`config.mk`:
```
export PLATFORM = sky130hd
export DESIGN_NAME = pipe_hazard_fwd_ctrl_flat
export DESIGN_NICKNAME = d
export VERILOG_FILES = /design/src/rtl/pipe_hazard_fwd_ctrl_pkg.sv /design/src/rtl/pipe_hazard_fwd_ctrl_if.sv /design/src/rtl/pipe_hazard_fwd_ctrl_src_match.sv /design/src/rtl/pipe_hazard_fwd_ctrl.sv /design/src/flat_wrapper.sv
export SDC_FILE = /design/constraint.sdc
export NUM_CORES = 1
export LEC_CHECK = 0
export BUFFER_PORTS_ARGS = -buffer_cell sky130_fd_sc_hd__buf_2
export CORE_ASPECT_RATIO = 2
export CORE_MARGIN = 5
export CORE_UTILIZATION = 50
export CTS_CLUSTER_SIZE = 25
export DETAILED_ROUTE_END_ITERATION = 10
export PLACE_DENSITY = 0.76
export SLEW_MARGIN = 30
export SYNTH_ARGS = -nofsm -noshare
export SYNTH_HDL_FRONTEND = slang
export SYNTH_HIERARCHICAL = 1
export SYNTH_SLANG_ARGS = --single-unit
```
`constraint.sdc`:
```
create_clock -name clk -period 2.5 [get_ports clk]
set_clock_uncertainty 0.1 [all_clocks]
set_input_delay 0.125 -clock clk [delete_from_list [all_inputs] [get_ports clk]]
set_output_delay 0.125 -clock clk [all_outputs]
set_load 0.02 [all_outputs]
```
`src/rtl/pipe_hazard_fwd_ctrl_pkg.sv`:
```
// rtl/pipe_hazard_fwd_ctrl_pkg.sv - shared types and encodings for the hazard/forwarding controller
// Purpose: scoreboard entry type, forwarding select encodings, select-width helper.
// Ports: none (package).
package pipe_ctrl_pkg;

  // Scoreboard dest field is sized for the widest register index we expect;
  // narrower REG_AW values are zero-extended on entry and on compare.
  localparam int SB_DEST_W = 8;

  // Forwarding select encodings: 0 = register file, s = output of stage s.
  localparam int FWD_RF  = 0;
  localparam int FWD_MEM = 1;
  localparam int FWD_WB  = 2;

  typedef struct packed {
    logic                 valid;
    logic                 wb_en;
    logic [SB_DEST_W-1:0] dest;
    logic                 is_load;
  } sb_entry_t;

  // Width of one forwarding select; never narrower than one bit.
  function automatic int sel_width(input int depth);
    if (depth <= 2) return 1;
    return $clog2(depth);
  endfunction

endpackage

```
`src/rtl/pipe_hazard_fwd_ctrl_if.sv`:
```
// rtl/pipe_hazard_fwd_ctrl_if.sv - ID-stage bundle between decode and the hazard/forwarding controller
// Purpose: groups the pipeline control inputs, the ID instruction description and the controller outputs.
// Ports (master drives): freeze, flush, fwd_en, id_valid, id_wb_en, id_mem_r_en, id_dest, id_src, id_src_valid
// Ports (slave drives):  stall, fwd_sel_q, stall_cycles, flush_count
interface pipe_hazard_fwd_ctrl_if #(
  parameter int NUM_SRC = 3,
  parameter int DEPTH   = 3,
  parameter int REG_AW  = 4,
  parameter int CNT_W   = 32,
  parameter int SELW    = pipe_ctrl_pkg::sel_width(DEPTH)
);
  logic                      freeze;
  logic                      flush;
  logic                      fwd_en;
  logic                      id_valid;
  logic                      id_wb_en;
  logic                      id_mem_r_en;
  logic [REG_AW-1:0]         id_dest;
  logic [NUM_SRC*REG_AW-1:0] id_src;
  logic [NUM_SRC-1:0]        id_src_valid;
  logic                      stall;
  logic [NUM_SRC*SELW-1:0]   fwd_sel_q;
  logic [CNT_W-1:0]          stall_cycles;
  logic [CNT_W-1:0]          flush_count;

  modport master (
    output freeze, flush, fwd_en, id_valid, id_wb_en, id_mem_r_en, id_dest, id_src, id_src_valid,
    input  stall, fwd_sel_q, stall_cycles, flush_count
  );

  modport slave (
    input  freeze, flush, fwd_en, id_valid, id_wb_en, id_mem_r_en, id_dest, id_src, id_src_valid,
    output stall, fwd_sel_q, stall_cycles, flush_count
  );
endinterface

```
`src/rtl/pipe_hazard_fwd_ctrl_src_match.sv`:
```
// rtl/pipe_hazard_fwd_ctrl_src_match.sv - per-source scoreboard scan producing hazard and forwarding select
// Purpose: finds the youngest in-flight writer of one source register and decides stall vs forward.
// Ports: fwd_en, src_valid, src (REG_AW), sb (DEPTH scoreboard entries) in; hazard, sel (SELW) out.
module pipe_src_match
  import pipe_ctrl_pkg::*;
#(
  parameter int DEPTH      = 3,
  parameter int REG_AW     = 4,
  parameter int LOAD_STAGE = 2,
  parameter int SELW       = 2
) (
  input  logic                  fwd_en,
  input  logic                  src_valid,
  input  logic [REG_AW-1:0]     src,
  input  sb_entry_t [DEPTH-1:0] sb,
  output logic                  hazard,
  output logic [SELW-1:0]       sel
);

  logic found;

  // The WB entry (DEPTH-1) is deliberately outside the scan: the register
  // file writes through, so a WB-stage producer is read as if already committed.
  always_comb begin
    hazard = 1'b0;
    sel    = SELW'(FWD_RF);
    found  = 1'b0;
    for (int k = 0; k < DEPTH - 1; k++) begin
      if (!found && src_valid && sb[k].valid && sb[k].wb_en &&
          (sb[k].dest == SB_DEST_W'(src))) begin
        found = 1'b1;
        if (!fwd_en) begin
          hazard = 1'b1;
        end else begin
          sel = SELW'(k + 1);
          // Load data only exists from LOAD_STAGE onward; forwarding from
          // stage k+1 is too early for a load until it gets there.
          if (sb[k].is_load && (k + 1 < LOAD_STAGE)) hazard = 1'b1;
        end
      end
    end
  end

endmodule

```
`src/rtl/pipe_hazard_fwd_ctrl.sv`:
```
// rtl/pipe_hazard_fwd_ctrl.sv - combined hazard detection and forwarding controller beside the ID stage
// Purpose: tracks in-flight writers in a DEPTH-entry scoreboard, stalls ID on unresolvable hazards,
//          registers per-source forwarding selects aligned to EXE, counts stall and flush events.
// Ports: clk, rst (sync, active-low); bus (slave modport: pipeline controls and ID instruction in,
//        stall / fwd_sel_q / stall_cycles / flush_count out).
module pipe_hazard_fwd_ctrl
  import pipe_ctrl_pkg::*;
#(
  parameter int NUM_SRC    = 3,
  parameter int DEPTH      = 3,
  parameter int REG_AW     = 4,
  parameter int LOAD_STAGE = 2,
  parameter int CNT_W      = 32
) (
  input  logic                 clk,
  input  logic                 rst,
  pipe_hazard_fwd_ctrl_if.slave bus
);

  localparam int SELW = sel_width(DEPTH);

  sb_entry_t [DEPTH-1:0]    sb_q;
  sb_entry_t                id_entry;
  logic [NUM_SRC-1:0]       src_hazard;
  logic [NUM_SRC*SELW-1:0]  next_sel;
  logic [NUM_SRC*SELW-1:0]  fwd_sel_q;
  logic [CNT_W-1:0]         stall_cnt_q;
  logic [CNT_W-1:0]         flush_cnt_q;
  logic                     stall;

  for (genvar i = 0; i < NUM_SRC; i++) begin : g_src
    pipe_src_match #(
      .DEPTH      (DEPTH),
      .REG_AW     (REG_AW),
      .LOAD_STAGE (LOAD_STAGE),
      .SELW       (SELW)
    ) u_match (
      .fwd_en    (bus.fwd_en),
      .src_valid (bus.id_src_valid[i]),
      .src       (bus.id_src[i*REG_AW +: REG_AW]),
      .sb        (sb_q),
      .hazard    (src_hazard[i]),
      .sel       (next_sel[i*SELW +: SELW])
    );
  end

  // Stall is raw: flush and freeze decide separately what the edge does with it.
  assign stall = bus.id_valid & (|src_hazard);

  always_comb begin
    id_entry         = '0;
    id_entry.valid   = bus.id_valid;
    id_entry.wb_en   = bus.id_wb_en;
    id_entry.dest    = SB_DEST_W'(bus.id_dest);
    id_entry.is_load = bus.id_mem_r_en;
  end

  function automatic logic [CNT_W-1:0] sat_inc(input logic [CNT_W-1:0] v);
    return (&v) ? v : v + CNT_W'(1);
  endfunction

  always_ff @(posedge clk) begin
    if (!rst) begin
      sb_q        <= '0;
      fwd_sel_q   <= '0;
      stall_cnt_q <= '0;
      flush_cnt_q <= '0;
    end else if (!bus.freeze) begin
      // Every non-frozen edge advances the pipe; the oldest entry drops off.
      for (int k = DEPTH - 1; k > 0; k--) sb_q[k] <= sb_q[k-1];
      if (bus.flush) begin
        sb_q[0]     <= '0;
        fwd_sel_q   <= '0;
        flush_cnt_q <= sat_inc(flush_cnt_q);
      end else if (stall) begin
        sb_q[0]     <= '0;
        fwd_sel_q   <= '0;
        stall_cnt_q <= sat_inc(stall_cnt_q);
      end else begin
        sb_q[0]   <= id_entry;
        fwd_sel_q <= bus.id_valid ? next_sel : '0;
      end
    end
  end

  assign bus.stall        = stall;
  assign bus.fwd_sel_q    = fwd_sel_q;
  assign bus.stall_cycles = stall_cnt_q;
  assign bus.flush_count  = flush_cnt_q;

endmodule
```
`src/flat_wrapper.sv`:
```
// flat-port wrapper written by rule: the top's interface ports become plain ports
module pipe_hazard_fwd_ctrl_flat import pipe_ctrl_pkg::*;
#(
  parameter int NUM_SRC    = 3,
  parameter int DEPTH      = 3,
  parameter int REG_AW     = 4,
  parameter int LOAD_STAGE = 2,
  parameter int CNT_W      = 32
)
  (clk, rst, bus_freeze, bus_flush, bus_fwd_en, bus_id_valid, bus_id_wb_en, bus_id_mem_r_en, bus_id_dest, bus_id_src, bus_id_src_valid, bus_stall, bus_fwd_sel_q, bus_stall_cycles, bus_flush_count);
  pipe_hazard_fwd_ctrl_if #(.NUM_SRC(NUM_SRC), .DEPTH(DEPTH), .REG_AW(REG_AW), .CNT_W(CNT_W)) bus_i ();
  input  logic clk;
  input  logic rst;
  input wire logic [$bits(bus_i.freeze)-1:0] bus_freeze;
  input wire logic [$bits(bus_i.flush)-1:0] bus_flush;
  input wire logic [$bits(bus_i.fwd_en)-1:0] bus_fwd_en;
  input wire logic [$bits(bus_i.id_valid)-1:0] bus_id_valid;
  input wire logic [$bits(bus_i.id_wb_en)-1:0] bus_id_wb_en;
  input wire logic [$bits(bus_i.id_mem_r_en)-1:0] bus_id_mem_r_en;
  input wire logic [$bits(bus_i.id_dest)-1:0] bus_id_dest;
  input wire logic [$bits(bus_i.id_src)-1:0] bus_id_src;
  input wire logic [$bits(bus_i.id_src_valid)-1:0] bus_id_src_valid;
  output wire logic [$bits(bus_i.stall)-1:0] bus_stall;
  output wire logic [$bits(bus_i.fwd_sel_q)-1:0] bus_fwd_sel_q;
  output wire logic [$bits(bus_i.stall_cycles)-1:0] bus_stall_cycles;
  output wire logic [$bits(bus_i.flush_count)-1:0] bus_flush_count;
  assign bus_i.freeze = bus_freeze;
  assign bus_i.flush = bus_flush;
  assign bus_i.fwd_en = bus_fwd_en;
  assign bus_i.id_valid = bus_id_valid;
  assign bus_i.id_wb_en = bus_id_wb_en;
  assign bus_i.id_mem_r_en = bus_id_mem_r_en;
  assign bus_i.id_dest = bus_id_dest;
  assign bus_i.id_src = bus_id_src;
  assign bus_i.id_src_valid = bus_id_src_valid;
  assign bus_stall = bus_i.stall;
  assign bus_fwd_sel_q = bus_i.fwd_sel_q;
  assign bus_stall_cycles = bus_i.stall_cycles;
  assign bus_flush_count = bus_i.flush_count;
  pipe_hazard_fwd_ctrl #(.NUM_SRC(NUM_SRC), .DEPTH(DEPTH), .REG_AW(REG_AW), .LOAD_STAGE(LOAD_STAGE), .CNT_W(CNT_W)) u_core (.clk(clk), .rst(rst), .bus(bus_i));
endmodule
```
[Word-level counts from Yosys, hierarchy flattened]
Index checks and enable logic that the tools add are counted.
Word-level totals
  bits in registers: 91
  latch bits: 0
  bits in writable memories: 0
  bits in read-only memories: 0
  logic and storage cells: 81
  memories kept: 0
Operators by class
  add/subtract/negate cells: 2
  multipliers: 0
  div/mod/pow operators: 0
  $lt $le $gt $ge: 0
  eq/ne operators: 6
  shift operators: 0
  mux-type cells: 29
  bitwise gates (word level): 5
  reduce and logical (&&, ||, !) cells: 29
Operator list (count)
  adder 32 x 1 -> 32 bit, second input constant: 2
  AND reduction 32 bit: 2
  == test 8 x 4 -> 1 bit: 6
  two-way mux 11 bit: 2
  logical AND 1 bit: 21
  two-way mux 2 bit: 9
  two-way mux 6 bit: 3
  two-way mux 1 bit: 15
  NOT 1 bit: 4
  AND reduction 4 bit: 1
  zero test 1 bit: 3
  AND reduction 3 bit: 1
  OR reduction 3 bit: 1
  bitwise AND 1 bit: 1

[Logic depth before layout (Yosys ltp)]
Gate-level depths: netlist (run 1).
  depth after elaboration: 14
  mapped depth: 10
  depth with buffers taken out: 9

[Cells and area by module]
Netlist (run 1), hierarchy kept.
Modules (own cells, without submodules)
  pipe_hazard_fwd_ctrl: instances 1, cells an instance 485, area an instance 4159.0 um^2
  pipe_src_match: instances 3, cells an instance 22, area an instance 156.4 um^2

[Least setup slack after synthesis (run 1)]
Ideal clock, no wire load.
  path type: register -> register
  start: reg u_core/sb_q[9] (netlist bit)
  end: reg u_core.stall_cnt_q[13] (netlist: u_core/bus.stall_cycles[13])
  setup time: 0.070 ns
  data arrival time: 2.554 ns
  data required time: 2.330 ns
  setup slack: -0.224 ns
  cell stages (with the launch flop): 11
  buffers on the path: 1
  clock period less this slack: 2.724 ns
  cells stage by stage: dfxtp_1 > or3b_1 > nor4_2 > nand2_1 > a21oi_1 > nor3_1 > or2_1 > buf_2 > or4_1 > or3_1 > a21oi_1
On the way
  word-level cells in the longest chain between the ends: 12
  elaborated cells on any way between the ends: 36
  classes of those cells: mux (12); bitwise (1); reduce/logical (23)
Ends and longest elaborated chain
  from (decl): RTL line pipe_hazard_fwd_ctrl.sv:22  | sb_entry_t [DEPTH-1:0] sb_q;
  logical AND 1 bit (*) (2 in series): RTL line pipe_hazard_fwd_ctrl_src_match.sv:29  | if (!found && src_valid && sb[k].valid && sb[k].wb_en &&
  two-way mux 1 bit: RTL line pipe_hazard_fwd_ctrl_src_match.sv:29
  zero test 1 bit: RTL line pipe_hazard_fwd_ctrl_src_match.sv:29
  logical AND 1 bit (4 in series): RTL line pipe_hazard_fwd_ctrl_src_match.sv:29
  two-way mux 1 bit (*): RTL line pipe_hazard_fwd_ctrl_src_match.sv:29
  net u_core.src_hazard[1]: RTL line pipe_hazard_fwd_ctrl.sv:24  | logic [NUM_SRC-1:0] src_hazard;
  OR reduction 3 bit (*): RTL line pipe_hazard_fwd_ctrl.sv:48  | assign stall = bus.id_valid & (|src_hazard);
  bitwise AND 1 bit (*): RTL line pipe_hazard_fwd_ctrl.sv:48
  AND reduction 4 bit (no line) (*)
  to (signal assigned): RTL line pipe_hazard_fwd_ctrl.sv:78  | stall_cnt_q <= sat_inc(stall_cnt_q);
  to (decl): RTL line pipe_hazard_fwd_ctrl.sv:27  | logic [CNT_W-1:0] stall_cnt_q;
Mark *: on every way through the listed nets, which the timed path passes. The rest lies on a longest branch.
A chain may end at the register's enable or synchronous reset.

[Worst setup path after layout (run 1)]
  start: reg u_core/sb_q[9] (netlist bit)
  end: reg u_core.stall_cnt_q[15] (netlist: u_core/bus.stall_cycles[15])
Same word-level chain as after synthesis.

==> results.tsv, run 1 <==
stage	metric	value	unit
status	status	finished with violations	
status	violated checks	setup timing	
detailed_routing	via count	4953	
sta	Max-slew headroom	40.3	%
critical_path	CP max stage cell	or4_1	
floorplan	die span in y	142	um
detailed_routing	WL per Instance	17.8	um
layout	fill count	631	
sta	Tmin final	2.94	ns
detailed_routing	vias per cell	6.07	
synth	Synth Warn #	6	
layout	final core occ	72.7	%
layout	final instance area	6240	um2
floorplan	Die X	76.0	um
synth	Syn Inst Count	527	
clock_tree	H-tree levels	3	
global_route	wire length of the first global-routing pass	22.1	mm
sta	final hold violation count	0	
critical_path	WS Path Type	reg -> reg	
clock_tree	Root Driver	clkbuf_16	
layout	fraction of layout cells with a size suffix above 1	34.1	%
sta	RSZ-0062 raised after global routing	yes	
synth	Post-Syn Area	4360	um2
placement	Final GP Congestion	0.927	
hold_path	Worst Hold Class	in -> reg	
clock_tree	worst-skew pair later-pin latency	0.34	ns
detailed_routing	Antenna Nets Post-Route	0	
critical_path	max incr delay on CP	0.45	ns
global_route	GRT overflow	0	
power_and_ir_drop	Max VDD drop	0.647	mV
floorplan	die area	10800	um2
placement	hpwl dp	9.65	mm
placement	Placed Area	5460	um2
global_route	antenna violations before repair	0	
sta	final setup fails	33	
power_and_ir_drop	leak pwr	2.46	nW
floorplan	core area	8590	um2
sta	Final Cycle Share	118	%
critical_path	CP endpoint kind	flop	
power_and_ir_drop	Sw Share	23.4	%
global_route	Global Route Usage Sum	24.6	%
clock_tree	TritonCTS clock tree	done	
power_and_ir_drop	clock network fraction of total power	49.0	%
clock_tree	clock buffer depth	2	
clock_tree	clock slew at reported path FFs	0.07	ns
critical_path	Critical Path Source Type	flop	
layout	Antenna Cells	0	
clock_tree	CTS Buf Count	9	
floorplan	Starting Density	50.7	%
critical_path	Data required, critical path	2.67	ns
layout	Layout Nets	740	
power_and_ir_drop	Pwr Density	478	nW/um2
global_route	largest net degree at the start of global routing	43	
detailed_routing	final WL	14.5	mm
clock_tree	clk sinks	83	
sta	count of pins over their slew limit	0	
critical_path	crit path DAT	3.11	ns
power_and_ir_drop	register share of total power	45.1	%
critical_path	worst-path maximum fanout	4	
floorplan	FP Rows	48	
detailed_routing	Remaining DRCs	0	
power_and_ir_drop	sw power	0.697	mW
detailed_routing	Detailed Routing Iterations Pass 1	5	
placement	port bufs	97	
power_and_ir_drop	logic gate share of total power	6.0	%
critical_path	CP cell instances	or3b_4, nor4_4, a31oi_2, a21oi_4, nor3_4, nor4_2, buf_4, nand4_1, or4_1, a21oi_1	
sta	Worst Tran Pin Value	0.888	ns
sta	achievable clock frequency	340	MHz
global_route	vias in the first global route	4865	
power_and_ir_drop	internal power	2.28	mW
synth	syn_area_per_cell	8.27	um2
floorplan	I/O pin cnt	98	
job	max-cap violation count	0	
sta	Final WS setup	-0.440	ns
layout	area added between synthesis and finish	43.2	%
detailed_routing	initial drt markers	371	
[stage by stage]
stage,setup TNS (ns),hold WS (ns),setup slack (ns),power (mW),std cells
2_1_floorplan,-0.0969,0.169,-0.0455,1.46,550
3_3_place_gp,-4.88,0.261,-0.265,1.52,784
3_5_place_dp,-9.46,0.270,-0.449,1.52,784
4_1_cts,-3.69,0.125,-0.244,2.98,811
5_1_grt,-13.06,0.151,-0.565,3.07,816
6_report,-9.31,0.118,-0.440,2.98,816
[power by group through the flow]
stage / clock [mW] / combinational, mW / sequential (mW)
after floorplan: 0 / 0.0843 / 1.37
after global placement: 0 / 0.145 / 1.37
after detailed placement: 0 / 0.150 / 1.37
after CTS: 1.48 / 0.166 / 1.34
after global routing: 1.54 / 0.191 / 1.34
final: 1.46 / 0.178 / 1.34
[worst max-delay path, delay by kind of cell (launching register included)]
family / cells / cell delay (ns)
buf+inv: 1 / 0.17
compound gates: 3 / 0.54
flops: 1 / 0.33
simple gates: 6 / 1.73
[area by class of cell]
type                    instances  area (um2)  share of cell area, %
repair buffers                173        1120                   18.0
well taps                     100         125                   2.01
multi-input cells             433        2960                   47.4
inverters                      11        41.3                  0.662
clock inverters                 7        98.8                   1.58
clock buffers                   9         225                   3.61
flip-flops and latches         83        1670                   26.8
[layout by cell type (no fill, tap or decap), types with 24 or more instances in the layout]
master and count:
buf_2 96, dfxtp_1 78, nand2_1 39, nor2_1 33, xor2_1 28, conb_1 24, a21oi_1 37, buf_4 63
or3_1 26, o21ai_0 27
[state kept, by name (all words and copies together), names as in the netlist]
| register | cells |
|---|---|
| u_core/bus.stall_cycles | 32 |
| u_core/bus.flush_count | 32 |
| u_core/bus.fwd_sel_q | 6 |
| u_core/sb_q | 13 |
[layer usage]
metal | GRT usage, % | vias to the layer above | wire length, um
li1 | - | 2331 | -
met1 | 23.5 | 2366 | 5200
met2 | 46.7 | 194 | 7880
met3 | 5.77 | 62 | 773
met4 | 14.2 | 0 | 681
met5 | 0 | - | 0
[what timing repair did]
action,CTS,global route
gates resized for setup,27,39
pin swaps,23,23
endpoints found under the hold margin,6,0
buffers inserted,5,5
gates cloned,0,0
hold buffers,6,0
endpoints found under the setup margin,40,45
[final timing paths]
path,startpoint,end,slack (ns),cells past startpoint
worst max register to register,u_core/sb_q[9]$_SDFFE_PN0N_,u_core/bus.stall_cycles[15]$_SDFFE_PN0P_,-0.44,10
worst min-delay path,rst,u_core/bus.stall_cycles[9]$_SDFFE_PN0P_,0.12,2
worst min register to register,u_core/bus.stall_cycles[29]$_SDFFE_PN0P_,u_core/bus.stall_cycles[29]$_SDFFE_PN0P_,0.40,2
worst max-delay path,u_core/sb_q[9]$_SDFFE_PN0N_,u_core/bus.stall_cycles[15]$_SDFFE_PN0P_,-0.44,10
Power figures use the tool's default switching activity.
==> run 2, diff against run 1 <==
- CORE_UTILIZATION: 50 -> 51
- CTS_BUF_LIST: unset -> sky130_fd_sc_hd__clkbuf_2 sky130_fd_sc_hd__clkbuf_4 sky130_fd_sc_hd__clkbuf_8
- PLACE_DENSITY: 0.76 -> 0.77
==> run 2 against run 1 <==
Compared with the run above: the run still ends with setup timing left; total power shrank 20%; cell count up 2.9%; core utilization up 2.3 points; hold slack lost 0.0082 ns; clock power shrank 41%; first-iteration DRC count is 7.8% lower; largest cell class unchanged; critical path type unchanged; non-clock buffer count increased by 26; via count increased by 2.5%.
==> results.tsv, run 2 (same netlist as run 1, synthesis figures left out) <==
stage	metric	value	unit	change
clock_tree	clk sinks	83		unchanged
global_route	vias in the first global route	5010		+3.0%
power_and_ir_drop	leak pwr	2.50	nW	+1.4%
placement	port bufs	97		unchanged
detailed_routing	Remaining DRCs	0		unchanged
floorplan	Starting Density	52.6	%	+1.8 points
detailed_routing	final WL	14.4	mm	-0.87%
critical_path	Top delay family on crit path	simple AND/OR/NAND/NOR gates		
global_route	met1 Usage GRT	25.5	%	+2.0 points
sta	total negative slack	-5.81	ns	+3.51 ns
critical_path	CP cell instances	xor2_1, nor4_1, buf_4, a31oi_4, a21oi_4, nor3_2, nor4_2, buf_4, buf_4, o31ai_4, or3_1, a21oi_1		
sta	achievable clock frequency	354	MHz	+4.2%
layout	Antenna Cells	0		unchanged
critical_path	CP max stage cell	dfxtp_4		
layout	fill count	596		-5.5%
global_route	met2 usage	48.9	%	+2.2 points
sta	Final WS setup	-0.322	ns	+0.118 ns
global_route	grt peak-use layer	met2		
floorplan	die span in y	141	um	-0.92%
critical_path	Data required, critical path	2.67	ns	about the same
clock_tree	clock buffer depth	2		unchanged
detailed_routing	vias per cell	6.04		-0.44%
global_route	antenna violations before repair	0		unchanged
critical_path	max incr delay on CP	0.37	ns	-0.08 ns
layout	Multi-input gate area	2920	um2	-1.4%
sta	Max-slew headroom	49.4	%	+9.1 points
clock_tree	clock slew at reported path FFs	0.08	ns	about the same
sta	Tmin final	2.82	ns	-0.118 ns
sta	count of pins over their slew limit	0		unchanged
sta	Worst Tran Pin Value	0.753	ns	-0.135 ns
global_route	GRT overflow	0		unchanged
sta	final setup fails	34		+3.0%
detailed_routing	via count	5076		+2.5%
critical_path	WS Path Type	reg -> reg		
critical_path	Critical Path Source Type	flop		
floorplan	Die X	75.4	um	-0.86%
detailed_routing	Antenna Nets Post-Route	0		unchanged
layout	Layout Nets	767		+3.6%
hold_path	Worst Hold Class	in -> reg		
sta	final hold violation count	0		unchanged
global_route	wire length of the first global-routing pass	22.2	mm	+0.59%
placement	hpwl dp	10.1	mm	+4.4%
clock_tree	CTS Buf Count	9		unchanged
global_route	Global Route Usage Sum	26.5	%	+1.9 points
status	violated checks	setup timing		
critical_path	CP endpoint kind	flop		
layout	commonest non-fill, non-tap cell in the layout	buf_2		
detailed_routing	Detailed Routing Iterations Pass 1	6		+1
placement	Final GP Congestion	0.977		+5.4%
critical_path	CP bufs+invs	3		+2
clock_tree	worst-skew pair later-pin latency	0.36	ns	+0.02 ns
power_and_ir_drop	Pwr Density	384	nW/um2	-20%
sta	RSZ-0062 raised after global routing	yes		
layout	commonest non-fill, non-tap cells in the layout	buf_2 (96), buf_4 (93), dfxtp_1 (78)		
layout	Sequential Area	1670	um2	unchanged
critical_path	most used cell along the critical path	buf_4		
clock_tree	TritonCTS clock tree	done		
critical_path	crit path DAT	2.99	ns	-0.12 ns
clock_tree	H-tree levels	3		unchanged
status	status	finished with violations		
detailed_routing	initial drt markers	342		-7.8%
global_route	largest net degree at the start of global routing	37		-14%
layout	final core occ	74.9	%	+2.3 points
sta	Final Cycle Share	113	%	-4.7 points
detailed_routing	WL per Instance	17.2	um	-3.7%
layout	fraction of layout cells with a size suffix above 1	34.5	%	+0.42 points
layout	area added between synthesis and finish	42.5	%	
critical_path	worst-path maximum fanout	6		+2
floorplan	FP Rows	47		-2.1%
floorplan	die area	10600	um2	-1.8%
power_and_ir_drop	Max VDD drop	0.354	mV	-45%
clock_tree	Root Driver	clkbuf_8		
job	max-cap violation count	0		unchanged
floorplan	core area	8290	um2	-3.5%
floorplan	I/O pin cnt	98		unchanged
global_route	GR Util met3	5.27	%	-0.49 points
run 2: metal layers:
layer  wire (um)  up-vias
met3         892       63
met2        7910      210
met4         662        0
met5           0        -
met1        4940     2413
li1            -     2390
run 2: layout make-up:
type / count / area share (%)
multi-input combinational: 434 / 46.9
sequential: 83 / 26.9
timing repair buffer: 199 / 20.8
clock buffer: 12 / 2.46
tap: 98 / 1.97
inverter: 11 / 0.665
clock inverter: 3 / 0.242
run 2: final timing paths:
kind,start,end,slack [ns],cells after the start
worst max register to register,u_core/sb_q[3]$_SDFFE_PN0N_,u_core/bus.stall_cycles[12]$_SDFFE_PN0P_,-0.32,12
worst min-delay path,rst,u_core/bus.stall_cycles[9]$_SDFFE_PN0P_,0.11,2
worst min register to register,u_core/bus.stall_cycles[29]$_SDFFE_PN0P_,u_core/bus.stall_cycles[29]$_SDFFE_PN0P_,0.39,2
worst max-delay path,u_core/sb_q[3]$_SDFFE_PN0N_,u_core/bus.stall_cycles[12]$_SDFFE_PN0P_,-0.32,12
run 2: metrics by stage:
step	std cells	hold WS (ns)	cell area [um2]	power, mW	worst slack, ns
after floorplan	550	0.169	4470	1.46	-0.0455
after global placement	800	0.266	5580	1.52	-0.232
after detailed placement	800	0.267	5580	1.53	-0.377
after CTS	838	0.0895	6050	2.40	-0.193
after global routing	840	0.123	6210	2.48	-0.384
final	840	0.110	6210	2.38	-0.322
run 2: report_power, final:
part | internal (mW) | total [mW] | leakage (nW) | switching (mW)
clock network | 0.400 | 0.866 | 0.0928 | 0.465
logic | 0.0731 | 0.177 | 1.73 | 0.104
registers | 1.33 | 1.34 | 0.672 | 0.0128
run 2: timing repair:
| action | 4_1_cts | 5_1_grt |
|---|---|---|
| pin swaps | 16 | 10 |
| gates resized for setup | 24 | 26 |
| buffers inserted | 16 | 2 |
| setup endpoints to repair | 39 | 51 |
| gates cloned | 1 | 0 |
| hold buffers | 6 | 0 |
| endpoints found under the hold margin | 6 | 0 |
==> run 3, diff against run 2 <==
==> constraint.sdc (replaced) <==
create_clock -name clk -period 2.5 [get_ports clk]
set_clock_uncertainty 0.1 [all_clocks]
set_input_delay 0.25 -clock clk [delete_from_list [all_inputs] [get_ports clk]]
set_output_delay 0.25 -clock clk [all_outputs]
set_load 0.02 [all_outputs]
==> run 3 against run 2 <==
Compared with the run above: the flow still finishes with violations (setup timing); clock power grew 22%; cell area grew 2.9%; cell count down 1.2%; flip-flop and latch count unchanged; global-route usage down 0.32 points; via count fell by 0.73%; combinational power grew 9.6%; total power up 8.9%; critical path depth decreased by 1; hold slack got worse by 0.060 ns; sequential share of layout area decreased by 0.65 points; sequential power barely moved; largest cell class unchanged.
==> results.tsv, run 3 (same netlist as run 1, synthesis figures left out) <==
stage	metric	value	unit	change
clock_tree	clk sinks	83		unchanged
critical_path	Data required, critical path	2.69	ns	+0.02 ns
sta	final setup fails	39		+15%
placement	placed cells	797		-0.38%
critical_path	crit path DAT	3.22	ns	+0.23 ns
detailed_routing	Antenna Nets Post-Route	0		unchanged
detailed_routing	WL per Instance	18.2	um	+6.1%
sta	Max-slew headroom	33.9	%	-15 points
critical_path	R2R cell count	11		-1
floorplan	Die X	75.4	um	unchanged
power_and_ir_drop	leak pwr	2.53	nW	+1.1%
global_route	wire length of the first global-routing pass	22.0	mm	-0.87%
global_route	vias in the first global route	4928		-1.6%
sta	RSZ-0062 raised after global routing	yes		
sta	Worst Tran Pin Value	0.983	ns	+0.230 ns
clock_tree	CTS Buf Count	9		unchanged
detailed_routing	Detailed Routing Iterations Pass 1	5		-1
sta	WHS	0.0503	ns	-0.0596 ns
detailed_routing	Remaining DRCs	0		unchanged
clock_tree	clock slew at reported path FFs	0.09	ns	about the same
status	violated checks	setup timing		
floorplan	die area	10600	um2	unchanged
layout	area added between synthesis and finish	46.6	%	
critical_path	Critical Path Source Type	flop		
critical_path	critical path endpoint	u_core/bus.stall_cycles[31]$_SDFFE_PN0P_		
detailed_routing	via count	5039		-0.73%
layout	fraction of layout cells with a size suffix above 1	37.2	%	+2.7 points
placement	hpwl dp	10.2	mm	+1.3%
floorplan	FP Rows	47		unchanged
hold_path	Worst Hold Class	in -> reg		
sta	Final WS setup	-0.538	ns	-0.216 ns
sta	achievable clock frequency	329	MHz	-7.1%
sta	Final Cycle Share	122	%	+8.6 points
status	status	finished with violations		
global_route	antenna violations before repair	0		unchanged
job	max-cap violation count	0		unchanged
critical_path	CP max stage cell	dfxtp_1		
layout	commonest non-fill, non-tap cell in the layout	buf_2		
sta	Tmin final	3.04	ns	+0.216 ns
clock_tree	worst-skew pair later-pin latency	0.36	ns	about the same
power_and_ir_drop	Pwr Density	406	nW/um2	+5.9%
floorplan	I/O pin cnt	98		unchanged
layout	Antenna Cells	0		unchanged
critical_path	r2r setup slk	-0.54	ns	-0.22 ns
critical_path	worst r2r src	u_core/sb_q[15]$_SDFFE_PN0N_		
global_route	Global Route Usage Sum	26.1	%	-0.32 points
clock_tree	TritonCTS clock tree	done		
placement	port bufs	97		unchanged
critical_path	WS Path Type	reg -> reg		
critical_path	max incr delay on CP	0.50	ns	+0.13 ns
critical_path	CP cell instances	xor2_1, nor4_1, nand2_1, a21oi_4, nor3_4, nor4_2, buf_4, nand4_1, buf_4, or3_1, a21oi_1		
critical_path	worst-path maximum fanout	5		-1
floorplan	Starting Density	52.6	%	unchanged
critical_path	most used cell along the critical path	buf_4		
critical_path	Critical Path Start	u_core/sb_q[15]$_SDFFE_PN0N_		
placement	Final GP Congestion	0.989		+1.2%
clock_tree	Root Driver	clkbuf_8		
global_route	GRT overflow	0		unchanged
global_route	largest net degree at the start of global routing	30		-19%
power_and_ir_drop	Max VDD drop	0.447	mV	+26%
floorplan	core area	8290	um2	unchanged
detailed_routing	vias per cell	6.07		+0.47%
sta	final hold violation count	0		unchanged
layout	commonest non-fill, non-tap cells in the layout	buf_2 (96), buf_4 (83), dfxtp_1 (77)		
critical_path	Worst R2R End	u_core/bus.stall_cycles[31]$_SDFFE_PN0P_		
detailed_routing	initial drt markers	356		+4.1%
clock_tree	H-tree levels	3		unchanged
layout	Non-Filler Instances	830		-1.2%
clock_tree	clock buffer depth	2		unchanged
detailed_routing	final WL	15.1	mm	+4.9%
floorplan	die span in y	141	um	unchanged
sta	count of pins over their slew limit	0		unchanged
critical_path	CP endpoint kind	flop		
layout	Layout Nets	756		-1.4%
run 3: cell count changes in the layout (fill, tap and decap cells not counted), moves of 3 or more:
cell,before,now
buf_4,93,83
dlygate4sd3_1,6,0
buf_6,3,8
a21oi_1,42,39
a22oi_1,12,9
a22oi_2,0,3
a31oi_4,1,4
o31ai_1,17,14
xor2_1,29,26
run 3: critical path: cells and delay by family, from the launching register on:
| kind | cells | cell delay (ns) |
|---|---|---|
| AO/OA/AOI/OAI | 2 | 0.38 |
| XOR/XNOR | 1 | 0.13 |
| buffers and inverters | 2 | 0.38 |
| flip-flops | 1 | 0.50 |
| AND/OR/NAND/NOR | 6 | 1.47 |
run 3: through the flow:
stage	TNS (ns)	setup slack, ns	util (%)	power (mW)	cell area (um2)
final	-12.73	-0.538	77.1	2.60	6390
after global placement	-5.63	-0.269	67.1	1.53	5570
after CTS	-4.65	-0.300	71.3	2.58	5910
after floorplan	-0.0969	-0.0455	-	1.46	4470
after global routing	-16.98	-0.689	77.1	2.69	6390
after detailed placement	-9.69	-0.398	67.2	1.53	5570
run 3: routing by layer:
layer | share of wire [%] | up-vias | GRT usage (%)
li1 | - | 2359 | -
met1 | 34 | 2412 | 25.6
met2 | 56 | 203 | 47.8
met3 | 5.9 | 65 | 6.34
met4 | 4.6 | 0 | 13.5
met5 | 0 | - | 0
run 3: final cells by class:
type                            instances  area, um2
Multi-Input combinational cell        433       3100
Fill cell                             589       1900
Sequential cell                        83       1680
Timing Repair Buffer                  189       1230
Clock buffer                           10        131
Tap cell                               98        123
Clock inverter                          6       80.1
Inverter                               11       41.3
run 3: what timing repair did:
item / in CTS / in global routing
hold buffers: 0 / 0
gates resized for setup: 19 / 68
setup buffers: 6 / 13
endpoints found under the hold margin: 0 / 0
pin swaps: 17 / 27
endpoints found under the setup margin: 39 / 65
run 3: how the worst min path moves through the flow:
stage | startpoint | to | slack [ns] | depth (start not counted)
6_report | bus_id_dest[2] | u_core/sb_q[3]$_SDFFE_PN0N_ | 0.05 | 3
2_1_floorplan | bus_id_dest[0] | u_core/sb_q[1]$_SDFFE_PN0N_ | 0.29 | 2
5_1_grt | bus_id_dest[2] | u_core/sb_q[3]$_SDFFE_PN0N_ | 0.03 | 3
3_5_place_dp | u_core/bus.stall_cycles[29]$_SDFFE_PN0P_ | u_core/bus.stall_cycles[29]$_SDFFE_PN0P_ | 0.39 | 2
3_3_place_gp | u_core/bus.flush_count[27]$_SDFFE_PN0P_ | u_core/bus.flush_count[27]$_SDFFE_PN0P_ | 0.38 | 2
4_1_cts | bus_id_dest[2] | u_core/sb_q[3]$_SDFFE_PN0N_ | 0.03 | 3
run 3: report_power, final:
group	internal [mW]	leakage [nW]	total, mW	switching [mW]
registers	1.33	0.673	1.34	0.0145
clock network	0.567	0.113	1.06	0.494
logic	0.0763	1.74	0.194	0.118
